[src/rtl/line_formador.sv]
// line_formador: refill-line builder for the cache datapath.
// Fetches WORDS_PER_LINE consecutive memory words over a req/ack handshake,
// assembles them into one cache line and strobes Line_Ready for one cycle.
// Optional feature macro: LINE_FORMADOR_CWF_EN (critical word first + Crit_Valid).
module line_formador #(
   parameter int unsigned WORD_W         = 32,
   parameter int unsigned WORDS_PER_LINE = 4,
   parameter int unsigned ADDR_W         = 32
) (
   input  logic                               CLK,
   input  logic                               RST_N,
   input  logic                               Clear_Formador,
   input  logic                               Eneable_Formador,
   input  logic [ADDR_W-1:0]                  Miss_Addr,
   output logic                               Mem_Req,
   output logic [ADDR_W-1:0]                  Mem_Addr,
   input  logic                               Mem_Ack,
   input  logic [WORD_W-1:0]                  Mem_Data,
   output logic [WORD_W*WORDS_PER_LINE-1:0]   Line_Out,
   output logic                               Line_Ready,
   output logic                               Busy,
`ifdef LINE_FORMADOR_CWF_EN
   output logic                               Crit_Valid,
`endif
   output logic [$clog2(WORDS_PER_LINE):0]    Word_Cnt
);

   localparam int unsigned WB     = WORD_W / 8;
   localparam int unsigned LINE_W = WORD_W * WORDS_PER_LINE;
   localparam int unsigned IDX_W  = $clog2(WORDS_PER_LINE);
   localparam int unsigned CNT_W  = IDX_W + 1;
   localparam int unsigned OFF_W  = $clog2(WB * WORDS_PER_LINE);
   localparam logic [ADDR_W-1:0] OFF_MASK = ADDR_W'((1 << OFF_W) - 1);

   typedef enum logic [1:0] {
      IDLE  = 2'd0,
      FETCH = 2'd1,
      DONE  = 2'd2
   } state_t;

   state_t              r_state;
   state_t              w_state_nxt;

   logic [ADDR_W-1:0]   r_base;
   logic [IDX_W-1:0]    r_idx;
   logic [CNT_W-1:0]    r_cnt;
   logic [LINE_W-1:0]   r_line;
   logic                r_req;
   logic [ADDR_W-1:0]   r_addr;
   logic                r_ready;
   logic                r_busy;
   logic                r_crit;

   logic [ADDR_W-1:0]   w_base_nxt;
   logic [IDX_W-1:0]    w_idx_nxt;
   logic [CNT_W-1:0]    w_cnt_nxt;
   logic [LINE_W-1:0]   w_line_nxt;
   logic [ADDR_W-1:0]   w_addr_nxt;
   logic                w_crit_nxt;
   logic                w_ack;
   logic [ADDR_W-1:0]   w_miss_base;
   logic [IDX_W-1:0]    w_first_idx;

   // Acks only count while a request is outstanding
   assign w_ack       = Mem_Ack & r_req;
   assign w_miss_base = Miss_Addr & ~OFF_MASK;

   // Starting word index of a refill
`ifdef LINE_FORMADOR_CWF_EN
   assign w_first_idx = IDX_W'(Miss_Addr / ADDR_W'(WB));
`else
   assign w_first_idx = '0;
`endif

   // State register
   always_ff @(posedge CLK or negedge RST_N) begin
      if (!RST_N) r_state <= IDLE;
      else        r_state <= w_state_nxt;
   end

   // Next-state and next datapath values; clear overrides start and ack
   always_comb begin
      w_state_nxt = r_state;
      w_base_nxt  = r_base;
      w_idx_nxt   = r_idx;
      w_cnt_nxt   = r_cnt;
      w_line_nxt  = r_line;
      w_crit_nxt  = 1'b0;
      if (Clear_Formador) begin
         w_state_nxt = IDLE;
         w_line_nxt  = '0;
         w_cnt_nxt   = '0;
      end else begin
         case (r_state)
            IDLE: begin
               if (Eneable_Formador) begin
                  w_base_nxt  = w_miss_base;
                  w_cnt_nxt   = '0;
                  w_idx_nxt   = w_first_idx;
                  w_state_nxt = FETCH;
               end
            end
            FETCH: begin
               if (w_ack) begin
                  for (int unsigned i = 0; i < WORDS_PER_LINE; i++) begin
                     if (r_idx == IDX_W'(i)) w_line_nxt[i*WORD_W +: WORD_W] = Mem_Data;
                  end
                  w_cnt_nxt  = r_cnt + CNT_W'(1);
                  w_idx_nxt  = r_idx + IDX_W'(1);
                  w_crit_nxt = (r_cnt == '0);
                  if (r_cnt == CNT_W'(WORDS_PER_LINE - 1)) w_state_nxt = DONE;
               end
            end
            DONE:    w_state_nxt = IDLE;
            default: w_state_nxt = IDLE;
         endcase
      end
   end

   // Request address follows the next word index
   assign w_addr_nxt = w_base_nxt + ADDR_W'(w_idx_nxt) * ADDR_W'(WB);

   // Datapath and registered outputs
   always_ff @(posedge CLK or negedge RST_N) begin
      if (!RST_N) begin
         r_base  <= '0;
         r_idx   <= '0;
         r_cnt   <= '0;
         r_line  <= '0;
         r_req   <= 1'b0;
         r_addr  <= '0;
         r_ready <= 1'b0;
         r_busy  <= 1'b0;
         r_crit  <= 1'b0;
      end else begin
         r_base  <= w_base_nxt;
         r_idx   <= w_idx_nxt;
         r_cnt   <= w_cnt_nxt;
         r_line  <= w_line_nxt;
         r_req   <= (w_state_nxt == FETCH);
         r_addr  <= w_addr_nxt;
         r_ready <= (w_state_nxt == DONE);
         r_busy  <= (w_state_nxt != IDLE);
         r_crit  <= w_crit_nxt;
      end
   end

   assign Mem_Req    = r_req;
   assign Mem_Addr   = r_addr;
   assign Line_Out   = r_line;
   assign Line_Ready = r_ready;
   assign Busy       = r_busy;
   assign Word_Cnt   = r_cnt;
`ifdef LINE_FORMADOR_CWF_EN
   assign Crit_Valid = r_crit;
`else
   logic w_unused;
   assign w_unused = r_crit;
`endif

endmodule

[config.mk]
export PLATFORM = sky130hd
export DESIGN_NAME = line_formador
export DESIGN_NICKNAME = d
export VERILOG_FILES = /design/src/rtl/line_formador.sv
export SDC_FILE = /design/constraint.sdc
export NUM_CORES = 1
export LEC_CHECK = 0
export CORE_ASPECT_RATIO = 0.5
export CORE_MARGIN = 2
export CORE_UTILIZATION = 44
export CTS_CLUSTER_DIAMETER = 30
export DETAILED_ROUTE_END_ITERATION = 16
export HOLD_SLACK_MARGIN = 0.06
export PLACE_DENSITY = 0.75
export SLEW_MARGIN = 20
export SYNTH_ARGS = -nofsm -noshare
export SYNTH_HDL_FRONTEND = slang
export SYNTH_SLANG_ARGS = --single-unit
[constraint.sdc]
create_clock -name CLK -period 4.5 [get_ports CLK]
set_input_delay 0.675 -clock CLK [delete_from_list [all_inputs] [get_ports CLK]]
set_output_delay 0.675 -clock CLK [all_outputs]
set_load 0.02 [all_outputs]
==> results of run 1 <==
## metrics by stage
stage,utilization,std cells
finish,0.617,1373
global route,0.617,1373
CTS,0.617,1373
detailed placement,0.586,1341
global placement,0.586,1341
floorplan,-,893
## cell families (layout without fill, tap and decap cells)
| kind of cell | Yosys count | count (layout) | synth area share |
|---|---|---|---|
| AND/OR/NAND/NOR | 416 | 416 | 0.208 |
| AO/OA/AOI/OAI | 162 | 162 | 0.108 |
| flip-flops | 198 | 198 | 0.595 |
| other | 1 | 2 | 0.000451 |
| buffers and inverters | 71 | 292 | 0.0355 |
| adder cells (fa/ha/maj) | 9 | 9 | 0.0144 |
| XOR/XNOR | 25 | 25 | 0.0263 |
| multiplexers | 10 | 10 | 0.0125 |
## final cells by class
class | instances | area, um2 | area share
Sequential cell | 198 | 4950 | 0.435
Multi-Input combinational cell | 624 | 3080 | 0.270
Timing Repair Buffer | 244 | 2400 | 0.211
Clock buffer | 21 | 460 | 0.0404
Tap cell | 259 | 324 | 0.0284
Clock inverter | 11 | 113 | 0.00988
Inverter | 16 | 60.1 | 0.00527
## registers in the layout, summed over array words and instances, names as in the netlist
name / count
Mem_Addr: 30
r_state: 2
Line_Ready: 1
r_idx: 2
Busy: 1
Line_Out: 128
Mem_Req: 1
Word_Cnt: 3
r_base: 30
## cell usage after synthesis (all sizes together) (2+ instances only)
cell type	count	share of area
nand3	18	0.011
mux2	3	0.0041
a32o	2	0.0024
mux2i	7	0.0084
a21oi	134	0.081
nor4b	5	0.0060
nor3	8	0.0048
nor4	6	0.0063
a31oi	2	0.0015
xnor2	13	0.014
nand4	5	0.0038
inv	16	0.0072
o21a	3	0.0027
nand2	337	0.15
a2111oi	2	0.0029
and3	6	0.0045
buf	10	0.0080
dfrtp	198	0.60
clkbuf	45	0.020
o21ai	7	0.0042
a32oi	2	0.0030
nor2	17	0.0077
or3	3	0.0023
xor2	12	0.013
a41oi	2	0.0021
ha	8	0.012
and2	8	0.0060
## layer usage
metal / share of wire / up-vias / routed length (um)
met4: 0.026 / 0 / 615
met3: 0.050 / 39 / 1160
met5: 0 / - / 0
met2: 0.48 / 226 / 11300
li1: - / 3332 / -
met1: 0.44 / 3469 / 10200
## cell usage in the layout (no fill, tap or decap), types with 4 or more instances in the layout
master,count
ha_1,8
nand2_1,337
xnor2_1,13
nand4_1,5
xor2_1,12
a21oi_1,134
nor4_1,5
clkbuf_16,17
inv_1,16
o21ai_0,7
nor4b_1,4
and3_1,6
dfrtp_1,198
buf_4,17
and2_1,8
nand3_1,18
inv_6,6
mux2i_1,7
nor3_1,8
nor2_1,17
clkdlybuf4s50_1,226
## where the power goes
group | internal (mW) | leakage (nW) | switching [mW]
combinational | 0.238 | 1.86 | 0.328
sequential | 1.89 | 2.66 | 0.0604
clock | 0.807 | 0.280 | 0.693
## critical path: stages
cell and delay, ns:
clkdlybuf4s50_1 0.48, o21ai_0 0.39, inv_1 0.14, o22ai_1 0.24, ha_1 0.23, inv_1 0.06, fa_1 0.49, nor3b_1 0.29
a32oi_2 0.23, a2111oi_0 0.47, xor2_1 0.12
## final timing paths
path	from	to	slack, ns
setup / recovery	Eneable_Formador	Mem_Addr[24]	0.97
hold / removal	RST_N	r_base[9]	0.34
setup reg to reg	r_state[0]	Mem_Addr[24]	1.20
hold reg to reg	r_base[2]	r_base[2]	0.49
max in group asynchronous	RST_N	Line_Out[88]	3.05
min in group CLK	r_base[2]	r_base[2]	0.49
==> results.ini, run 1 <==
[clock_network]
clk_root_buffer_cell = clkbuf_16
post_cts_buffers = 0
hold_buffers = 0
numCtsBuffers = 17
cts_sinks = 198
worstSkewPairLatency_ns = 0.42
cts_max_level = 4
clk_pin_slew_ns = 0.07
cts_tree = yes
clk_path_buf_depth = 2
cts_resized = 0

[timing]
fmax_mhz = 283
hold_slack_ns = 0.338
slew_headroom = 0.402
min_period_ns = 3.53
slew_viol_final = 0
tns_ns = 0
setup_viol = 0
finalHoldViolations = 0
worst_slack_ns = 0.970
rsz0062_at_grt = false
min_period_over_period = 0.784
tightest_slew_ns = 0.898
skew_ns = 0.00996

[worst_setup_path]
worst-setup-path-type = in -> reg
cp_max_fo = 9
reg2reg_depth = 10
cp-end-kind = register
crit_path_start_kind = input pin
arrival_ns = 3.81
cp.required_ns = 4.78

[drt]
drtPass1Iterations = 4
dr.first_iter.drc_count = 456
post_drt_wl_per_cell_um = 17.0
via_per_inst = 5.15
drcViolationCount = 0
route.vias.total = 7066
routed_wirelength_um = 23300
ant_nets = 0

[placement]
placed_area_um2 = 10800
place_congestion = 0.811
portBuffers = 228
dp_worst_setup_slack_ns = 0.526
hpwlAfterDp_um = 16100

[synth]
ys.warnings.count = 0
seq_area_frac_synth = 0.595
syn_inst = 892
synth_edf_count = 0
synth-main-ff-cell = dfrtp_1
syn_area_um2 = 8320
ys_ff_latch = 198
avgSynthCellArea_um2 = 9.33
ys_async_sr_fraction = 1.00
synth.distinct_cells = 48

[global_routing]
overflow = 0
grt_use_met2 = 0.390
grt_max_degree = 112
grt_use_total = 0.233
grt_pass1_vias = 6968
grt.busiest_layer = met2
grtUsageMet3 = 0.0373
grt.met1_usage = 0.313
grt_pass1_wl_um = 36500
antenna_found_initial = 0

[power_and_ir_drop]
peakVddDrop_uv = 250
power.density_nw_per_um2 = 352
power_mw = 4.01
p_leak_nw = 4.80

[final_layout]
drive_gt1_frac = 0.0512
fillers = 1559
antenna_cells_inserted = 0
synthToLayoutAreaGrowth_pct = 37.0
fin_area_um2 = 11400
final_nets = 1179

[run]
drv_cap = 0

[hold_path]
hp-class = in -> async

[die]
pin_count = 235
fp.dieH_um = 101
die_w_um = 198
core_um2 = 18500
die-area_um2 = 20100
start_util = 0.450
rows = 35

[run_status]
status = finished clean

Power figures use the tool's default switching activity.
==> run 2: changes to the inputs <==
--- a/config.mk
+++ b/config.mk
@@ -7,11 +7,11 @@
 export LEC_CHECK = 0
 export CORE_ASPECT_RATIO = 0.5
 export CORE_MARGIN = 2
-export CORE_UTILIZATION = 44
+export CORE_UTILIZATION = 43
 export CTS_CLUSTER_DIAMETER = 30
 export DETAILED_ROUTE_END_ITERATION = 16
 export HOLD_SLACK_MARGIN = 0.06
-export PLACE_DENSITY = 0.75
+export PLACE_DENSITY = 0.76
 export SLEW_MARGIN = 20
 export SYNTH_ARGS = -nofsm -noshare
 export SYNTH_HDL_FRONTEND = slang
==> constraint.sdc (replaced) <==
create_clock -name CLK -period 3 [get_ports CLK]
set_input_delay 0.45 -clock CLK [delete_from_list [all_inputs] [get_ports CLK]]
set_output_delay 0.45 -clock CLK [all_outputs]
set_load 0.02 [all_outputs]
==> run 2 against run 1 <==
Compared with the run above:
- flip-flop and latch count stayed put
- utilization is 0.54 points higher
- critical path depth is 2 higher
- global-route usage is 0.10 points lower
- clock power is 43% higher
- final area is 2.1% higher
- non-clock buffer count is 20 higher
- critical path type unchanged
- highest routed layer unchanged
==> results.ini, run 2 (synthesis results as in run 1) <==
[run_status]
status = finished clean

[worst_setup_path]
worst-setup-path-type = in -> reg
slowest_delay_ns = 0.49  ; about the same
rr_startpoint = r_state[1]
cp-endpoint = Mem_Addr[26]
path_buf_inv = 3  ; unchanged
crit_path_start_kind = input pin
cp.depth = 13  ; +2
cp-end-kind = register
startpoint = Mem_Ack
reg2reg_depth = 11  ; +1
arrival_ns = 3.18  ; -0.63 ns
cp_top_family = simple AND/OR/NAND/NOR gates
cp.required_ns = 3.34  ; -1.44 ns
reg2reg_slack_ns = 0.21  ; -0.99 ns
cpMaxStageDelayCell = clkdlybuf4s50_1
crit_chain = clkdlybuf4s50_1 > nand2_1 > nor3_1 > mux2i_1 > o22ai_1 > ha_2 > inv_2 > fa_2 > nor3b_2 > a32oi_4 > buf_12 > nor4_2 > xor2_1
rr_endpoint = Mem_Addr[26]
cp_max_fo = 6  ; -3

[die]
fp.dieH_um = 102  ; +1.1%
rows = 35  ; unchanged
start_util = 0.445  ; -0.00527
core_um2 = 18700  ; +1.2%
die-area_um2 = 20500  ; +2.3%
pin_count = 235  ; unchanged
die_w_um = 201  ; +1.1%

[power_and_ir_drop]
power.density_nw_per_um2 = 512  ; +45%
peakVddDrop_uv = 465  ; +86%
power_mw = 5.95  ; +48%
p_leak_nw = 4.88  ; +1.5%

[clock_network]
clk_path_buf_depth = 2  ; unchanged
cts_max_level = 4  ; unchanged
numCtsBuffers = 17  ; unchanged
cts_resized = 0  ; unchanged
clk_root_buffer_cell = clkbuf_16
clk_pin_slew_ns = 0.07  ; about the same
hold_buffers = 0  ; unchanged
cts_sinks = 198  ; unchanged
post_cts_buffers = 0  ; unchanged
cts_tree = yes
worstSkewPairLatency_ns = 0.42  ; about the same

[drt]
dr.first_iter.drc_count = 442  ; -3.1%
routed_wirelength_um = 23700  ; +1.8%
post_drt_wl_per_cell_um = 17.0  ; +0.32%
drcViolationCount = 0  ; unchanged
route.vias.total = 7119  ; +0.75%
via_per_inst = 5.11  ; -0.70%
ant_nets = 0  ; unchanged
drtPass1Iterations = 4  ; unchanged

[placement]
portBuffers = 228  ; unchanged
place_congestion = 0.823  ; +1.5%
hpwlAfterDp_um = 16700  ; +3.9%
dp_worst_setup_slack_ns = -0.244  ; -0.770 ns

[final_layout]
final_core_util = 0.622  ; +0.00536
synthToLayoutAreaGrowth_pct = 39.8
largest_reg_flops = 128  ; unchanged
final_nets = 1199  ; +1.7%
antenna_cells_inserted = 0  ; unchanged
layout_common_cells = nand2_1 (337), clkdlybuf4s50_1 (226), dfrtp_1 (198), a21oi_1 (134), buf_4 (32)
fillers = 1594  ; +2.2%
layout_commonest_cell = nand2_1
drive_gt1_frac = 0.0732  ; +0.0220

[run]
drv_cap = 0  ; unchanged

[hold_path]
hp-class = in -> async

[timing]
skew_ns = 0.0116  ; +0.00162 ns
slew_headroom = 0.526  ; +0.125
slew_viol_final = 0  ; unchanged
tightest_slew_ns = 0.711  ; -0.187 ns
setup_viol = 0  ; unchanged
finalHoldViolations = 0  ; unchanged
hold_slack_ns = 0.0628  ; -0.276 ns
min_period_over_period = 0.947
worst_slack_ns = 0.160  ; -0.810 ns
min_period_ns = 2.84
fmax_mhz = 352
rsz0062_at_grt = false

[global_routing]
antenna_found_initial = 0  ; unchanged
grt_use_total = 0.232  ; -0.00103
overflow = 0  ; unchanged
grt_pass1_vias = 7080  ; +1.6%
grt_max_degree = 79  ; -29%
grt_pass1_wl_um = 37500  ; +2.8%

==> run 2: cell count changes in the layout (fill, tap and decap cells not counted), sizes merged <==
cell,previous run,this run
buf,17,37
clkbuf,22,23
clkinv,3,4
clkinvlp,1,4
inv,22,17
==> run 2: power by group <==
part,internal [mW],switching (mW)
sequential,2.83,0.0914
combinational,0.376,0.503
clock,1.15,1.00
total,4.36,1.60
==> run 2: area by class of cell <==
type | count | area, um2 | area share
Clock inverter | 10 | 100 | 0.00860
Sequential cell | 198 | 4950 | 0.426
Timing Repair Buffer | 264 | 2620 | 0.225
Inverter | 16 | 60.1 | 0.00516
Clock buffer | 22 | 444 | 0.0382
Multi-Input combinational cell | 624 | 3130 | 0.269
Tap cell | 259 | 324 | 0.0279
==> run 2: through the flow <==
stage               cells  instance area [um2]  TNS (ns)
floorplan             893                 8400         0
global placement     1361                11100    -0.635
detailed placement   1361                11100     -1.28
CTS                  1393                11600         0
global route         1393                11600         0
finish               1393                11600         0
==> run 2: per-layer routing <==
| layer | global-route usage | up-vias | share of wire |
|---|---|---|---|
| li1 | - | 3373 | - |
| met1 | 0.313 | 3458 | 0.44 |
| met2 | 0.390 | 251 | 0.49 |
| met3 | 0.0357 | 37 | 0.050 |
| met4 | 0.0838 | 0 | 0.019 |
| met5 | 0 | - | 0 |
==> run 2: worst min path at each step <==
stage	start	end	slack [ns]	depth (start not counted)
6_report	RST_N	Mem_Addr[9]	0.06	1
5_1_grt	RST_N	Mem_Addr[9]	0.09	1
4_1_cts	RST_N	Mem_Addr[4]	0.08	1
3_5_place_dp	r_base[31]	r_base[31]	0.48	2
3_3_place_gp	r_base[31]	r_base[31]	0.47	2
2_1_floorplan	RST_N	Busy	0.15	0
